--- config.mk ---
export PLATFORM = sky130hd
export DESIGN_NAME = div_unit
export DESIGN_NICKNAME = d
export VERILOG_FILES = /design/src/rtl/div_unit.sv
export SDC_FILE = /design/constraint.sdc
export NUM_CORES = 1
export LEC_CHECK = 0
export ABC_AREA = 0
export CORE_MARGIN = 1.5
export CORE_UTILIZATION = 50
export DETAILED_ROUTE_END_ITERATION = 6
export PLACE_DENSITY = 0.71
export SLEW_MARGIN = 20
export SYNTH_ARGS = -nofsm -noshare
export SYNTH_HDL_FRONTEND = slang
export SYNTH_SLANG_ARGS = --single-unit
--- constraint.sdc ---
create_clock -name clk -period 8.2 [get_ports clk]
set_input_delay 0.82 -clock clk [delete_from_list [all_inputs] [get_ports clk]]
set_output_delay 0.82 -clock clk [all_outputs]
set_load 0.005 [all_outputs]
--- src/rtl/div_unit.sv ---
// RV32M divide/remainder unit: radix-2 restoring divider on operand magnitudes,
// with sign fixup in one extra cycle and single-cycle fast paths for b==0 and overflow.
module div_unit #(
    parameter int XLEN = 32
) (
    input  logic            clk,
    input  logic            rst_n,
    input  logic            req_valid,
    output logic            req_ready,
    input  logic [1:0]      op,
    input  logic [XLEN-1:0] a,
    input  logic [XLEN-1:0] b,
    output logic            resp_valid,
    input  logic            resp_ready,
    output logic [XLEN-1:0] result,
    output logic            busy
);

    localparam int CW = $clog2(XLEN);

    typedef enum logic [1:0] {IDLE, CALC, FIX, DONE} state_t;

    state_t            state_q;
    logic [XLEN-1:0]   rem_q;
    logic [XLEN-1:0]   quo_q;
    logic [XLEN-1:0]   dvs_q;
    logic [XLEN-1:0]   result_q;
    logic [CW-1:0]     cnt_q;
    logic              qneg_q;
    logic              rneg_q;
    logic              sel_rem_q;
    logic              resp_valid_q;

    logic [XLEN:0]     rem_sh;
    logic [XLEN-1:0]   quo_sh;
    logic [XLEN-1:0]   rem_d;
    logic [XLEN-1:0]   quo_d;
    logic              is_signed;
    logic              div_zero;
    logic              ovf;
    logic [XLEN-1:0]   fast_res;

    function automatic logic [XLEN-1:0] neg(input logic [XLEN-1:0] v);
        return ~v + 1'b1;
    endfunction

    function automatic logic [XLEN-1:0] abs_mag(input logic signed [XLEN-1:0] v);
        return (v < 0) ? neg($unsigned(v)) : $unsigned(v);
    endfunction

    // The shifted partial remainder carries one extra bit so the compare is a true unsigned one.
    always_comb begin
        rem_sh = {rem_q, quo_q[XLEN-1]};
        quo_sh = {quo_q[XLEN-2:0], 1'b0};
        if (rem_sh >= {1'b0, dvs_q}) begin
            rem_d = rem_sh[XLEN-1:0] - dvs_q;
            quo_d = quo_sh | {{(XLEN-1){1'b0}}, 1'b1};
        end else begin
            rem_d = rem_sh[XLEN-1:0];
            quo_d = quo_sh;
        end
    end

    always_comb begin
        is_signed = ~op[0];
        div_zero  = (b == '0);
        ovf       = is_signed && (a == {1'b1, {(XLEN-1){1'b0}}}) && (b == {XLEN{1'b1}});
        // Overflow quotient equals the dividend itself (most negative value).
        if (div_zero) begin
            fast_res = op[1] ? a : {XLEN{1'b1}};
        end else begin
            fast_res = op[1] ? '0 : a;
        end
    end

    always_ff @(posedge clk) begin
        if (!rst_n) begin
            state_q      <= IDLE;
            rem_q        <= '0;
            quo_q        <= '0;
            dvs_q        <= '0;
            result_q     <= '0;
            cnt_q        <= '0;
            qneg_q       <= 1'b0;
            rneg_q       <= 1'b0;
            sel_rem_q    <= 1'b0;
            resp_valid_q <= 1'b0;
        end else begin
            case (state_q)
                IDLE: begin
                    if (req_valid) begin
                        sel_rem_q <= op[1];
                        if (div_zero || ovf) begin
                            result_q     <= fast_res;
                            resp_valid_q <= 1'b1;
                            state_q      <= DONE;
                        end else begin
                            rem_q   <= '0;
                            quo_q   <= is_signed ? abs_mag($signed(a)) : a;
                            dvs_q   <= is_signed ? abs_mag($signed(b)) : b;
                            qneg_q  <= is_signed & (a[XLEN-1] ^ b[XLEN-1]);
                            rneg_q  <= is_signed & a[XLEN-1];
                            cnt_q   <= '0;
                            state_q <= CALC;
                        end
                    end
                end
                CALC: begin
                    rem_q <= rem_d;
                    quo_q <= quo_d;
                    cnt_q <= cnt_q + 1'b1;
                    if (cnt_q == CW'(XLEN-1)) begin
                        state_q <= FIX;
                    end
                end
                FIX: begin
                    if (sel_rem_q) begin
                        result_q <= rneg_q ? neg(rem_q) : rem_q;
                    end else begin
                        result_q <= qneg_q ? neg(quo_q) : quo_q;
                    end
                    resp_valid_q <= 1'b1;
                    state_q      <= DONE;
                end
                DONE: begin
                    if (resp_ready) begin
                        resp_valid_q <= 1'b0;
                        state_q      <= IDLE;
                    end
                end
                default: state_q <= IDLE;
            endcase
        end
    end

    assign req_ready  = (state_q == IDLE);
    assign busy       = (state_q != IDLE);
    assign resp_valid = resp_valid_q;
    assign result     = result_q;

endmodule
-- Word level (Yosys, flattened, before mapping)
Cells that the tools add are included.
- word-level logic and storage cells: 87
- ROM bits: 0
- memories: 0
- bits of input ports: 70
- flip-flop bits (word level): 139
- RAM bits: 0
- latch bits: 0
- $lt $le $gt $ge: 3
- shifts and indexed selects: 0
- bitwise logic cells: 9
- div/mod/pow operators: 0
- $add $sub $neg: 6
- multiplexer cells: 33
- reduce and logical (&&, ||, !) cells: 15
- multipliers: 0
- eq/ne operators: 11
- operator list (operator ; count):
    2-to-1 mux 32 bit ; 17
    one-hot mux 32 bit (2 select lines) ; 3
    adder 32 x 1 -> 32 bit (second input constant) ; 4
    NOT 32 bit ; 4
    equality test 32 bit (second input constant) ; 2
    less-than comparator 32 x 1 -> 1 bit (second input constant) ; 2
    greater-or-equal comparator 33 x 32 -> 1 bit ; 1
    logical NOT 32 bit ; 1
    subtractor 32 bit ; 1
    AND reduction 3 bit ; 4
    2-to-1 mux 5 bit ; 2
    one-hot mux 5 bit (2 select lines) ; 1
    2-to-1 mux 2 bit ; 4
    != test 2 bit (second input constant) ; 4
    one-hot mux 2 bit (4 select lines) ; 1
    nonzero test 2 bit ; 3
    adder 5 x 1 -> 5 bit (second input constant) ; 1
    equality test 5 bit (second input constant) ; 1
    equality test 2 bit (second input constant) ; 2
    2-to-1 mux 1 bit ; 4
    AND reduction 4 bit ; 1
    one-hot mux 1 bit (3 select lines) ; 1
    nonzero test 3 bit ; 1
    bitwise AND 1 bit ; 2
    8 further kinds ; 10

-- Depth between registers and ports, before layout
- depth in word-level cells: 7
- mapped depth: 14
- depth with buffers taken out: 13

-- Least setup slack after synthesis
No wires, ideal clock.
- path kind: input port to flip-flop
- from: in b[18]
- to: reg rem_q[28]
- path slack: 4926 ps
- arrival time: 3143 ps
- cell stages on the path: 10
- data required time: 8069 ps
- path buffers: 2
- cells stage by stage: or4_1 -> nor4_1 -> and4_1 -> o21bai_2 -> o21ai_1 -> and3_1 -> clkbuf_1 -> clkbuf_1 -> a32oi_1 -> o31ai_1
- longest elaborated chain between the ends: 5
- ends and longest elaborated chain (what ; RTL line ; RTL):
    start: declaration ; 12 ; input logic [XLEN-1:0] b,
    equality test 32 bit ; 67 ; ovf = is_signed && (a == {1'b1, {(XLEN-1){1'b0}}}) && (b == {XLEN{1'b1}});
    logical AND 1 bit ; 67 ;
    logical OR 1 bit * ; 93 ; if (div_zero || ovf) begin
    != test 2 bit (no source line) * ; - ;
    AND reduction 3 bit (no source line) * ; - ;
    end signal: assignment ; 109 ; rem_q <= rem_d;
    end: declaration ; 24 ; logic [XLEN-1:0] rem_q;
Mark *: on every way between the ends. The rest lies on a longest branch, timed or not.
A chain may end at the register's enable or synchronous reset.

-- Worst setup path in the final report
- from: in b[18]
- to: reg rem_q[2]
Same word-level chain as after synthesis.

==> run summary <==
Num CTS Buffers - 17
GRT overflow - 0
Fin crit share - 59.71%
Max-Slew Margin vs Limit - 25.18%
Post-cts resize count - 0
Post-Layout Inst Area - 0.01258 mm^2
Unrepaired setup endpoints after global routing - no
DPL Wire Length - 25.14 mm
First-pass GRT wire length - 54.41 mm
Max FO, Critical Path - 48
Largest net degree at the start of global routing - 92
Delay-heaviest family, CP - simple AND/OR/NAND/NOR gates
CP endpoint kind - flop
Buf/Inv on CP - 2
Routed Wire Length - 34.08 mm
Multiplexer share of the synthesized area - 0.6441%
Fin. Hold Viols - 0
Clk sinks - 139
Synthesized area - 0.01088 mm^2
FF+latch count, synth - 139
Root buf cell - clkbuf_16
Violated checks - design-rule violations
Setup CP Type - in -> reg
Met2 GRT Util - 49.40%
Area delta synth->final - 15.64%
Synth Area in Compound Gates - 28.43%
Drt pass-1 iters - 7
Final Power - 0.003164 W
Syn nets - 1,556
Clk_lat worst skew - 0.42 ns
Met3 GRT Util - 5.212%
Top FF cell, synth - dfxtp_1
Pwr Density - 251.5 mW/mm^2
Clk network pwr share - 25.2%
Tot GR Track Use - 30.62%
N_diodes - 0
Yosys top cell by area - dfxtp_1
CP max stage delay - 1.01 ns
Status - finished, violations left
Final worst path period need - 4.896 ns
Commonest non-fill, non-tap cell in the layout - nand2_1
Nets@finish - 1,588
DRC - 2
Combinational share of power - 44.8%
Register area share after synthesis - 25.58%
Worst EP arrival - 5.19 ns
Core Area - 0.02115 mm^2
CTS Hold Bufs - 0
Crit path from - b[18]
Syn. warnings - 0
H-tree lvl count - 4
Synth Instances - 1,442
Post-synth top area share - 25.58%
Num rows - 53
DRT iter0 DRCs - 998
TritonCTS clock tree - built
Die area - 0.02265 mm^2
Post-Syn Area per Cell - 7.544 um^2
Peak supply drop - 0.1512 mV
Global placement routability congestion - 0.9529
Reg-to-Reg Start - dvs_q[0]
Starting Density - 51.42%
XOR/XNOR share of the synthesized area - 12.00%
Synth top area cells - dfxtp_1 (26%), xnor2_1 (6.8%), nand2_1 (6.7%)
Sw frac - 41.86%
Avg WL per Cell - 19.35 um
Antenna violations before repair - 0
Share of cells above drive strength 1 - 4.576%
Max Clock Skew - 0.01135 ns
Number of synthesized flops with an enable pin - 0
Min-delay src - result[16]
Synth Area in Simple Gates - 20.92%
Clk slew on worst S/H paths - 0.06 ns
Worst hold path type - reg -> reg
Main combinational cell family by area after synthesis - compound AO/OA/AOI/OAI gates
Slew Limit Fails - 0
Leakage - 5.136 nW
Most frequent cells in the layout - nand2_1 (193), dfxtp_1 (139), clkdlybuf4s50_1 (103), a21oi_1 (87), o21ai_0 (85)
Met1 GRT Util - 38.85%
DR vias - 11,040
WHS - 0.4658 ns
Net load switching power - 0.001325 W
Die span in x - 150.5 um
Setup violators final - 0
Busiest layer in global routing - met2
Internal - 0.001840 W
Netlist cell types - 73
Seq pwr share - 30.0%
# Post-CTS Setup Buffers - 0
Number of global-route vias before repair - 10,270
Port Buffers - 104
Required @ worst endpoint - 8.49 ns
Post-synthesis async set-or-reset flop share - 0%
Synth Area in Adders - 6.694%
Non-filler cells, final - 1,761
Worst-path cell chain - clkdlybuf4s50_1 -> or4_1 -> nor4_1 -> and4_2 -> o21bai_2 -> o21ai_1 -> and3_1 -> buf_4 -> a32oi_1 -> o31ai_1
Setup Total Neg Slack - 0 ns
Placed cell count - 1,730
Die Span Y - 150.5 um
Clk buf depth - 2
I/O pin total - 105
Nature of the critical path startpoint - input pin
Post-route ant nets - 0
Via density - 6.266
F_max - 0.2042 GHz
Crit-path slowest cell - and4_2
Worst-Margin Slew - 1.121 ns
Max_cap viols - 0
Dpl cell area - 0.01198 mm^2
[cell families (layout without fill, tap and decap cells)]
kind of cell / count (synthesis) / after routing
flip-flops: 139 / 139
AND/OR/NAND/NOR: 477 / 477
XOR/XNOR: 149 / 149
AO/OA/AOI/OAI: 445 / 445
adder cells (fa/ha/maj): 61 / 61
buffers and inverters: 164 / 208
multiplexers: 7 / 7
[worst reg2reg max path: cells and delay by family, from the launching register on]
kind / cells / cell delay, ns
XOR/XNOR: 1 / 0.24
flip-flops: 1 / 0.42
adder cells (fa/ha/maj): 2 / 0.61
AND/OR/NAND/NOR: 2 / 0.24
AO/OA/AOI/OAI: 6 / 1.61
buffers and inverters: 1 / 0.06
[final timing paths]
kind,endpoint,cells past startpoint,slack [ns]
setup / recovery,rem_q[2],10,3.30
hold / removal,result[16],2,0.47
setup reg to reg,rem_q[28],12,4.88
hold reg to reg,result[16],2,0.47
[power by group through the flow]
stage	Sequential (W)	Clock (W)	Combinational (W)
after CTS	0.000947	0.000806	0.00140
after floorplan	0.000913	0	0.00101
after global placement	0.000957	0	0.00137
after global routing	0.000970	0.000837	0.00155
after detailed placement	0.000960	0	0.00139
final	0.000951	0.000797	0.00142
[state kept, by name, indices dropped and copies added, names as in the netlist]
name        cells
resp_valid      1
result         32
state_q         2
rneg_q          1
sel_rem_q       1
qneg_q          1
rem_q          32
cnt_q           5
dvs_q          32
quo_q          32
[layer usage]
metal	vias up	wire length [um]	part of all wire, %
li1	5313	-	-
met1	5144	14280	42
met2	480	15560	46
met3	98	2394	7.0
met4	0	1850	5.4
met5	-	0	0
[metrics by stage]
step | setup WS [ns] | utilization, %
2_1_floorplan | 4.926 | -
3_3_place_gp | 2.655 | 56.62
3_5_place_dp | 2.642 | 56.62
4_1_cts | 3.052 | 59.46
5_1_grt | 2.991 | 59.47
6_report | 3.304 | 59.47
[synth_stat cells (all sizes together) (43+ instances only)]
| cell | number |
|---|---|
| inv | 60 |
| o211a | 44 |
| nand3 | 50 |
| nand2 | 193 |
| o21ai | 92 |
| a21oi | 88 |
| xor2 | 65 |
| ha | 43 |
| clkbuf | 90 |
| dfxtp | 139 |
| nor2 | 83 |
| xnor2 | 84 |
[area by class of cell]
type,count,area (um^2)
inverters,60,225.2
flip-flops and latches,139,2783
clock buffers,20,456.7
repair buffers,117,1134
well taps,275,344.1
fillers,1947,8574
clock inverters,11,145.1
multi-input cells,1139,7492
No activity file was read; power rests on OpenSTA's default activity.
